`config.mk`:
```
export PLATFORM = sky130hd
export DESIGN_NAME = clk_switch_ctrl
export DESIGN_NICKNAME = d
export VERILOG_FILES = /design/src/rtl/clk_switch_ctrl_pkg.sv /design/src/rtl/clk_sw_timer.sv /design/src/rtl/clk_switch_ctrl.sv
export SDC_FILE = /design/constraint.sdc
export NUM_CORES = 1
export LEC_CHECK = 0
export BUFFER_PORTS_ARGS = -buffer_cell sky130_fd_sc_hd__buf_2
export CORE_AREA = 2 2 39 41
export DETAILED_ROUTE_END_ITERATION = 8
export DIE_AREA = 0 0 41 43
export PLACE_DENSITY = 0.56
export SYNTH_ARGS = -nofsm -noshare
export SYNTH_HDL_FRONTEND = slang
export SYNTH_SLANG_ARGS = --single-unit
```
`constraint.sdc`:
```
create_clock -name clk -period 3.1 [get_ports clk]
set_clock_uncertainty 0.05 [all_clocks]
set_input_delay 0.31 -clock clk [delete_from_list [all_inputs] [get_ports clk]]
set_output_delay 0.31 -clock clk [all_outputs]
set_load 0.05 [all_outputs]
```
`src/rtl/clk_switch_ctrl_pkg.sv`:
```
// Shared types and helpers for the clock-switch sequencer.
//   state_e : FSM encoding (IDLE, SETTLE, DWELL), 2 bits
//   tmr_w   : timer width for given settle/dwell lengths, at least 1 bit
package clk_switch_ctrl_pkg;

    typedef enum logic [1:0] {
        IDLE   = 2'd0,
        SETTLE = 2'd1,
        DWELL  = 2'd2
    } state_e;

    // Width needed to hold (max(settle, dwell) - 1), never less than 1.
    function automatic int tmr_w(input int settle, input int dwell);
        int m;
        m = (settle > dwell) ? settle : dwell;
        return (m <= 2) ? 1 : $clog2(m);
    endfunction

endpackage

```
`src/rtl/clk_sw_timer.sv`:
```
// Loadable down-counter used for the settle and dwell windows.
// Ports:
//   clk, rstn  : control clock, async active-low reset (count resets to 0)
//   load       : load load_val this cycle (takes priority over en)
//   load_val   : value to load
//   en         : decrement by one when count is non-zero
//   zero       : count == 0
module clk_sw_timer #(
    parameter int W = 4
) (
    input  logic         clk,
    input  logic         rstn,
    input  logic         load,
    input  logic [W-1:0] load_val,
    input  logic         en,
    output logic         zero
);

    logic [W-1:0] count;

    always_ff @(posedge clk or negedge rstn) begin
        if (!rstn) begin
            count <= '0;
        end else if (load) begin
            count <= load_val;
        end else if (en && (count != '0)) begin
            count <= count - 1'b1;
        end
    end

    assign zero = (count == '0);

endmodule

```
`src/rtl/clk_switch_ctrl.sv`:
```
// Sequencer owning the select of the glitch-free clock mux.
// Accepts a switch request over valid/ready, drives sel_clk1, waits a
// settle window before pulsing done, then blocks new requests for a dwell
// window.
// Ports:
//   clk        : always-on control clock
//   rstn       : async active-low reset
//   req_valid  : switch request present
//   req_sel    : requested source (1 = clk1, 0 = clk2)
//   req_ready  : controller is IDLE and can accept a request
//   sel_clk1   : registered mux select
//   busy       : controller not IDLE
//   done       : one-cycle pulse, requested source in effect
//   sw_count   : saturating count of real switches (CLK_SWITCH_CTRL_CNT_EN only)
// Optional feature macro: CLK_SWITCH_CTRL_CNT_EN
//
// state  | meaning
// IDLE   | ready for a request; no-op requests pulse done here
// SETTLE | sel_clk1 changed, waiting for the mux to hand over
// DWELL  | done reported, holding off the next switch
module clk_switch_ctrl
    import clk_switch_ctrl_pkg::*;
#(
    parameter int   SETTLE_CYC = 8,
    parameter int   DWELL_CYC  = 16,
    parameter logic RST_SEL    = 1'b0,
    parameter int   CNT_W      = 8
) (
    input  logic             clk,
    input  logic             rstn,
    input  logic             req_valid,
    input  logic             req_sel,
    output logic             req_ready,
    output logic             sel_clk1,
    output logic             busy,
    output logic             done
`ifdef CLK_SWITCH_CTRL_CNT_EN
    ,
    output logic [CNT_W-1:0] sw_count
`endif
);

    localparam int TMR_W = tmr_w(SETTLE_CYC, DWELL_CYC);
    localparam logic [TMR_W-1:0] SETTLE_LD = TMR_W'(SETTLE_CYC - 1);
    localparam logic [TMR_W-1:0] DWELL_LD  =
        (DWELL_CYC > 0) ? TMR_W'(DWELL_CYC - 1) : '0;

    generate
        if (SETTLE_CYC < 1 || DWELL_CYC < 0 || CNT_W < 1) begin : g_bad_param
            $error("clk_switch_ctrl: illegal parameter value");
        end
    endgenerate

    state_e           state, state_nxt;
    logic             tmr_load;
    logic [TMR_W-1:0] tmr_val;
    logic             tmr_en;
    logic             tmr_zero;
    logic             sel_nxt;
    logic             done_nxt;
    logic             cnt_inc;

    clk_sw_timer #(.W(TMR_W)) u_timer (
        .clk      (clk),
        .rstn     (rstn),
        .load     (tmr_load),
        .load_val (tmr_val),
        .en       (tmr_en),
        .zero     (tmr_zero)
    );

    always_ff @(posedge clk or negedge rstn) begin
        if (!rstn) begin
            state <= IDLE;
        end else begin
            state <= state_nxt;
        end
    end

    always_comb begin
        state_nxt = state;
        tmr_load  = 1'b0;
        tmr_val   = '0;
        tmr_en    = 1'b0;
        sel_nxt   = sel_clk1;
        done_nxt  = 1'b0;
        cnt_inc   = 1'b0;
        case (state)
            IDLE: begin
                if (req_valid) begin
                    if (req_sel == sel_clk1) begin
                        done_nxt = 1'b1;
                    end else begin
                        sel_nxt   = req_sel;
                        tmr_load  = 1'b1;
                        tmr_val   = SETTLE_LD;
                        cnt_inc   = 1'b1;
                        state_nxt = SETTLE;
                    end
                end
            end
            SETTLE: begin
                if (!tmr_zero) begin
                    tmr_en = 1'b1;
                end else begin
                    done_nxt = 1'b1;
                    if (DWELL_CYC == 0) begin
                        state_nxt = IDLE;
                    end else begin
                        tmr_load  = 1'b1;
                        tmr_val   = DWELL_LD;
                        state_nxt = DWELL;
                    end
                end
            end
            DWELL: begin
                if (!tmr_zero) begin
                    tmr_en = 1'b1;
                end else begin
                    state_nxt = IDLE;
                end
            end
            default: state_nxt = IDLE;
        endcase
    end

    always_ff @(posedge clk or negedge rstn) begin
        if (!rstn) begin
            sel_clk1 <= RST_SEL;
            done     <= 1'b0;
        end else begin
            sel_clk1 <= sel_nxt;
            done     <= done_nxt;
        end
    end

`ifdef CLK_SWITCH_CTRL_CNT_EN
    always_ff @(posedge clk or negedge rstn) begin
        if (!rstn) begin
            sw_count <= '0;
        end else if (cnt_inc && (sw_count != '1)) begin
            sw_count <= sw_count + 1'b1;
        end
    end
`else
    logic unused_cnt_inc;
    assign unused_cnt_inc = cnt_inc;
`endif

    assign req_ready = (state == IDLE);
    assign busy      = (state != IDLE);

endmodule
```
### Yosys cells after proc, flatten, opt, wreduce, memory -nomap -nowiden

Index checks and enable logic that the tools add are counted.

* bitwise operators: 1
* multiplexer cells: 20
* reductions and logical operators: 9
* $add $sub $neg: 1
* equal/unequal tests: 7

Operators by type and width (number)
* 2-to-1 mux 4 bit: 3
* 2-to-1 mux 2 bit: 4
* inequality test 2 bit, second input constant: 4
* one-hot mux 4 bit (2 select lines): 1
* 2-to-1 mux 1 bit: 7
* 2-to-1 mux 3 bit: 2
* one-hot mux 2 bit (3 select lines): 1
* zero test 4 bit: 1
* one-hot mux 1 bit (2 select lines): 2
* AND reduction 4 bit: 1
* nonzero test 2 bit: 2
* nonzero test 4 bit: 1
* subtractor 4 x 1 -> 4 bit, second input constant: 1
* AND reduction 3 bit: 1
* == test 2 x 1 -> 1 bit, second input constant: 1
* == test 2 bit, second input constant: 1
* zero test 2 bit: 1
* OR reduction 2 bit: 1
* == test 1 bit: 1
* logical AND 1 bit: 1
* NOT 1 bit: 1

* output and inout port bits: 4
* bits in registers: 8
* input port bits: 4
* word-level logic and storage cells: 42

### Depth between registers and ports, before layout

Gate-level depths: netlist of the first run.

* depth after elaboration: 6
* mapped depth: 5

### Cells and area by module

From an unflattened synthesis of the first run, not the netlist that was laid out.

* cells, all modules: 56
* area, all modules: 563.0 sq um

Modules (own cells, without submodules)
* clk_switch_ctrl: area each 292.8 sq um, times used 1, cells an instance 29
* clk_sw_timer: area each 270.3 sq um, times used 1, cells an instance 27

### Worst setup path before layout of the first run

No wires, ideal clock.

* path type: reg-to-reg
* start: register state[1]
* end: register state[1]
* buffers on the path: 0
* clock period less this slack: 1.931 ns
* path slack: 1.169 ns
* stages on the path, launching flop included: 6
* required time: 2.963 ns
* arrival: 1.794 ns
* cells stage by stage: dfrtp_1 > inv_1 > ha_1 > inv_1 > a211o_1 > o211ai_1

* word-level cells in the longest chain between the ends: 3
* elaborated cells between the ends (all ways): 9
* those cells by class: 6 x eq/ne; 1 x mux; 2 x reduce/logical

Ends and longest elaborated chain
* start, declared: RTL line clk_switch_ctrl.sv:54 `state_e state, state_nxt;`
* start signal, assigned: RTL line clk_switch_ctrl.sv:76 `state <= state_nxt;`
* zero test 2 bit *
* named net req_ready: RTL line clk_switch_ctrl.sv:33 `output logic req_ready,`
* inequality test 2 bit (no line)
* AND reduction 4 bit (no line)

The timed path passes the listed nets; every way through them passes the cells marked *.
A chain may end at the register's enable or synchronous reset.

### Final worst setup path of the first run

* start: register state[0]
* end: register u_timer.count[3]

* word-level cells in the longest chain between the ends: 5
* elaborated cells between the ends (all ways): 10
* those cells by class: 2 x eq/ne; 4 x mux; 4 x reduce/logical

Ends and longest elaborated chain
* == test 2 bit or == test 2 x 1 -> 1 bit (tied branches): RTL line clk_switch_ctrl.sv:88 `case (state)`
* OR reduction 2 bit (no line)
* 2-to-1 mux 1 bit
* logical AND 1 bit: RTL line clk_sw_timer.sv:26 `end else if (en && (count != '0)) begin`
* nonzero test 2 bit (no line)
* end signal, assigned: RTL line clk_sw_timer.sv:25 `count <= load_val;`
* end signal, assigned: RTL line clk_sw_timer.sv:27 `count <= count - 1'b1;`
* end, declared: RTL line clk_sw_timer.sv:19 `logic [W-1:0] count;`

Parallel ways exist; a longest one is shown, timed or not.

==> summary.txt, run 1 <==
Run
  – Max Cap Viol: 0

Timing
  – Slew Limit Fails: 0
  – Rel. slew slack: 68.1%
  – FMAX: 0.533 GHz
  – Part of the cycle the worst path needs: 60.6%
  – Post-route minimum period: 1880 ps
  – Final Hold Fails: 0
  – Final Setup Violations: 0
  – Worst slew pin tran: 477 ps
  – Fin Setup TNS: 0 ps
  – RSZ-0062 raised after global routing: no

Finish
  – Share of layout cells above drive strength 1: 27.0%
  – Area Growth Syn to Fin: 16.9%
  – # fillers: 145
  – Final core occ: 43.8%
  – Net count, final: 74
  – Final instance area: 606 um^2
  – Layout Cells excl Fill: 79
  – N_diodes: 0

Synthesis
  – Simple-Gate Fraction of Synth Area: 17.9%
  – EDFF count, synth: 0
  – Post-synthesis cell type count: 23
  – Post-synth top cells: dfrtp_1, o21ai_0, ha_1, inv_1
  – Cells after Synth: 52
  – Syn. warnings: 0
  – Post-synthesis xor/xnor area fraction: 3.38%
  – Post-Syn Area: 518 um^2
  – Net Count, Synth: 61
  – #FFs+latches synth: 8
  – Count leader, synth: dfrtp_1
  – Yosys top cell by area: dfrtp_1
  – Largest family of logic cells by synthesized area: compound AO/OA/AOI/OAI gates
  – Adder-Cell Fraction of Synth Area: 12.1%
  – Sequential-to-total area share from yosys stat: 38.6%
  – Synth top area share: 38.6%
  – Synth Area in Compound Gates: 20.0%
  – Post-synthesis mux area share: 4.35%
  – Largest cells by area after synthesis: dfrtp_1, ha_1, o21ai_0
  – Syn avg cell area: 9.96 um^2
  – Asr flop ratio synth: 100%
  – Synth Flop Type: dfrtp_1

Route
  – Via count: 418
  – Routed WL per cell: 12.3 um
  – Iteration-0 DRC Markers: 1
  – Routed vias/inst: 5.29
  – DRC errors left: 0
  – Routed wire length: 969 um
  – Routed Antenna Nets: 0
  – DR pass1 iterations: 2

Worst setup path
  – Crit end category: flip-flop
  – Worst r2r src: state[0]
  – Crit start category: flip-flop
  – Internal reg-to-reg setup slack: 1220 ps
  – Critical Path AT: 2010 ps
  – Critical path class: flip-flop to flip-flop
  – R2R depth: 5
  – Crit Reg-Reg Endpoint: u_timer.count[3]
  – Crit path max fanout: 7
  – WP data required: 3230 ps

Clocking
  – CTS tree: built
  – CTS root buf: clkbuf_4
  – Post-CTS Resized: 0
  – H-tree level count: 1
  – Clock slew seen by the registers of the worst setup and hold paths: 60 ps
  – Clock Sinks: 8
  – Num CTS Buffers: 3
  – CTS Buffer Depth: 2
  – Clock latency on the worst-skew pair: 260 ps

Power and ir drop
  – Peak VDD IR: 412 uV
  – Power Density: 1070 mW/mm^2
  – Leak pwr: 0.000283 uW

Die
  – Full die area: 0.00176 mm^2
  – IO Pins: 8
  – Starting Density: 37.4%
  – Chip Height: 43 um
  – Die Width: 41 um
  – Core outline area: 0.00138 mm^2
  – Num rows: 14

Global routing
  – Initial antenna violation count: 0
  – Pin count of the biggest net entering global routing: 9
  – GRT Total Usage: 14.5%
  – First-pass GRT wire length: 1650 um
  – Number of global-route vias before repair: 383
  – Total gr overflow: 0

Placed design
  – DPL Wire Length: 749 um
  – Post-Place Cells: 75
  – Number of port buffers: 7
  – Gpl congestion: 0.773
  – Area after DPL: 573 um^2

Min path
  – Worst Hold Class: primary input to flip-flop
  – Hold path start: req_sel
  – Hold endpoint: sel_clk1
  – Hold Path Depth: 2

Outcome
  – Status: finished, final reports clean
## per-layer routing
metal / routed length, um / share of wire, % / vias up / track usage, %
met5: 0 / 0 / - / 0
met4: 12 / 1.2 / 0 / 10.0
met3: 29 / 3.0 / 2 / 4.71
met2: 446 / 46 / 5 / 19.7
met1: 481 / 50 / 196 / 18.7
li1: - / - / 215 / -
## through the flow
step                      hold WS [ps]  power, uW  setup slack, ps
final                              295        649             1220
after CTS                          291        653             1230
after global placement             116        576             1290
after detailed placement           114        566             1280
after global routing               296        707             1140
after floorplan                  -35.6        488             1170
## kinds of logic (layout without fill, tap and decap cells)
group,count (synthesis),in the layout
buffers and inverters,5,16
adders and majority gates,5,5
DFF,8,8
muxes,2,2
AOI/OAI and AO/OA,16,16
xor gates and xnor gates,2,2
and+or+nand+nor,14,14
## area by class of cell
class	count	area, um^2	area share (%)
clock buffer	3	22.5	3.72
inverter	5	18.8	3.10
multi-input combinational	39	299	49.4
sequential	8	200	33.1
tap	16	20.0	3.31
timing repair buffer	8	45.0	7.44
## power breakdown
part	leakage [uW]	switching [uW]	internal [uW]
clock network	0.0000138	36.7	44.4
registers	0.0000954	43.3	152
logic	0.000174	236	137
total	0.000283	316	333
## worst max-delay path, stage by stage (launching register included)
cell	delay (ps)
dfrtp_1	370
inv_1	80
ha_1	380
or4b_1	490
a311o_1	340
nand3_1	90
## worst max-delay path by stage
stage,startpoint,endpoint,slack (ps),cells past startpoint
floorplan,state[1],state[1],1170,5
global placement,state[0],u_timer.count[3],1290,5
detailed placement,state[0],u_timer.count[3],1280,5
CTS,state[0],u_timer.count[3],1230,5
global route,state[1],u_timer.count[3],1140,5
finish,state[0],u_timer.count[3],1220,5
## what timing repair did
action,CTS,global route
setup buffers,0,0
endpoints found under the hold margin,8,0
hold buffers,1,0
## cell usage in the layout, fill, tap and decap left out
cell and n:
mux2_2 2, a21oi_1 2, nor2_1 1, or3b_2 1
or4b_1 1, nand3_1 2, o211ai_1 3, a311o_1 1
a211o_1 1, a21boi_0 1, nor3b_1 1, ha_1 5
o21ai_0 6, nor4bb_1 1, or3_1 1, dfrtp_1 8
xnor2_1 1, inv_1 5, xor2_1 1, clkbuf_4 3
or2_2 1, and3_2 3, nand2_1 2, a211oi_1 2
buf_2 7, dlygate4sd3_1 1
## sequential cells by signal, indices dropped and copies added (netlist names)
register and cells:
sel_clk1 1, u_timer.count 4, state 2, done 1
No activity file was read; power rests on OpenSTA's default activity.
==> run 2: changes to the inputs <==
==> constraint.sdc (replaced) <==
create_clock -name clk -period 1.78 [get_ports clk]
set_clock_uncertainty 0.05 [all_clocks]
set_input_delay 0.178 -clock clk [delete_from_list [all_inputs] [get_ports clk]]
set_output_delay 0.178 -clock clk [all_outputs]
set_load 0.05 [all_outputs]
==> summary.txt, run 2 (synthesized netlist as in run 1, its figures left out) <==
Finish
  – Top reg by flops: u_timer.count
  – Net count, final: 79
  – Multi-input logic area: 334 um^2
  – Final instance area: 678 um^2
  – Max FFs per register: 4
  – # fillers: 129
  – Layout Cells excl Fill: 84
  – Final core occ: 49.0%
  – Share of layout cells above drive strength 1: 39.7%
  – Commonest cells after routing, fill and taps aside: dfrtp_1, buf_2, o21ai_0, inv_1, buf_4
  – Area Growth Syn to Fin: 30.9%
  – Commonest non-fill, non-tap cell in the layout: dfrtp_1
  – Largest regs: u_timer.count: 4 flops, state: 2 flops
  – N_diodes: 0
  – Register area: 200 um^2

Route
  – DR pass1 iterations: 4
  – DRC errors left: 0
  – Routed WL per cell: 13.0 um
  – Routed Antenna Nets: 0
  – Iteration-0 DRC Markers: 7
  – Routed wire length: 1100 um
  – Routed vias/inst: 5.33
  – Via count: 448

Timing
  – Rel. slew slack: 72.9%
  – Final Hold Fails: 0
  – Post-route minimum period: 1680 ps
  – Final Setup Violations: 0
  – Part of the cycle the worst path needs: 94.5%
  – FMAX: 0.595 GHz
  – Fin Setup TNS: 0 ps
  – RSZ-0062 raised after global routing: no
  – Slew Limit Fails: 0
  – Worst slew pin tran: 405 ps

Power and ir drop
  – Net Sw Frac: 46.8%
  – Clock share of power: 10.9%
  – Peak VDD IR: 967 uV
  – Comb pwr share: 62.1%
  – Power Density: 1860 mW/mm^2
  – Flop pwr share: 26.9%
  – Switching power: 591 uW
  – Leak pwr: 0.000314 uW
  – Cell internal pwr: 673 uW

Die
  – Full die area: 0.00176 mm^2
  – Die Width: 41 um
  – IO Pins: 8
  – Core outline area: 0.00138 mm^2
  – Starting Density: 37.4%
  – Chip Height: 43 um
  – Num rows: 14

Worst setup path
  – Critical Path AT: 1820 ps
  – Crit start category: flip-flop
  – Crit path max fanout: 3
  – Worst r2r src: state[0]
  – Critical Path Source: state[0]
  – WP data required: 1920 ps
  – Critical path class: flip-flop to flip-flop
  – Crit end category: flip-flop

Clocking
  – CTS Buffer Depth: 2
  – CTS tree: built
  – Clock latency on the worst-skew pair: 250 ps
  – Num CTS Buffers: 3
  – Clock Sinks: 8
  – H-tree level count: 1
  – Clock slew seen by the registers of the worst setup and hold paths: 60 ps
  – CTS root buf: clkbuf_4

Global routing
  – Total gr overflow: 0
  – Pin count of the biggest net entering global routing: 9
  – Number of global-route vias before repair: 375
  – First-pass GRT wire length: 1730 um
  – GRT Total Usage: 14.5%
  – Initial antenna violation count: 0

Min path
  – Worst Hold Class: primary input to flip-flop
  – Hold path start: req_sel

Placed design
  – Post-Place Cells: 80
  – DPL Wire Length: 798 um
  – Area after DPL: 613 um^2
  – Gpl congestion: 0.718
  – Number of port buffers: 7

Outcome
  – Status: finished, final reports clean

Run
  – Max Cap Viol: 0
## run 2: changes by cell type in the layout (fill, tap and decap cells not counted)
cell	delta
a211oi_1	-2
a211oi_2	+2
buf_4	+5
ha_1	-1
ha_4	+1
nor4bb_1	-1
nor4bb_2	+1
or3b_2	-1
or3b_4	+1
or4b_1	-1
or4b_4	+1
## run 2: timing repair
item | 4_1_cts | 5_1_grt
setup buffers | 0 | 0
hold endpoints to repair | 8 | 0
gates resized for setup | 0 | 6
hold buffers | 1 | 0
endpoints found under the setup margin | 0 | 3
## run 2: power groups by stage
stage / combinational (uW) / sequential [uW] / clock [uW]
5_1_grt: 865 / 357 / 153
4_1_cts: 738 / 331 / 145
3_3_place_gp: 738 / 333 / 0
3_5_place_dp: 729 / 333 / 0
2_1_floorplan: 467 / 393 / 0
6_report: 785 / 340 / 138
## run 2: area by class of cell
class / count / share of cell area, %
well taps: 16 / 2.95
clock buffers: 3 / 3.32
inverters: 5 / 2.77
multi-input cells: 39 / 49.3
repair buffers: 13 / 12.2
flip-flops and latches: 8 / 29.5
## run 2: metrics by stage
stage / hold WS [ps] / power, uW / worst slack (ps)
after global routing: 163 / 1380 / 26.7
after global placement: -19.6 / 1070 / 26.4
after floorplan: -168 / 860 / 61.5
after detailed placement: -20.7 / 1060 / 59.2
final: 167 / 1260 / 98.3
after CTS: 161 / 1210 / 41.2
## run 2: layer usage
metal	GRT usage, %	vias to the layer above	wire length [um]
li1	-	226	-
met1	20.9	211	550
met2	19.4	9	500
met3	7.85	2	34
met4	2.00	0	10
met5	0	-	0
## run 2: path summary, 6_finish.rpt
check	to	slack [ps]	cells past startpoint
min in group asynchronous	u_timer.count[0]	240	2
max in group asynchronous	state[1]	1260	2
worst max register to register	u_timer.count[3]	100	5
worst max-delay path	u_timer.count[3]	100	5
worst min register to register	sel_clk1	550	1
worst min-delay path	sel_clk1	170	2
## run 2: critical path, cell delays in order (launching register included)
cell	delay (ps)
dfrtp_1	340
inv_1	90
ha_4	270
or4b_4	460
a311o_1	330
nand3_1	80
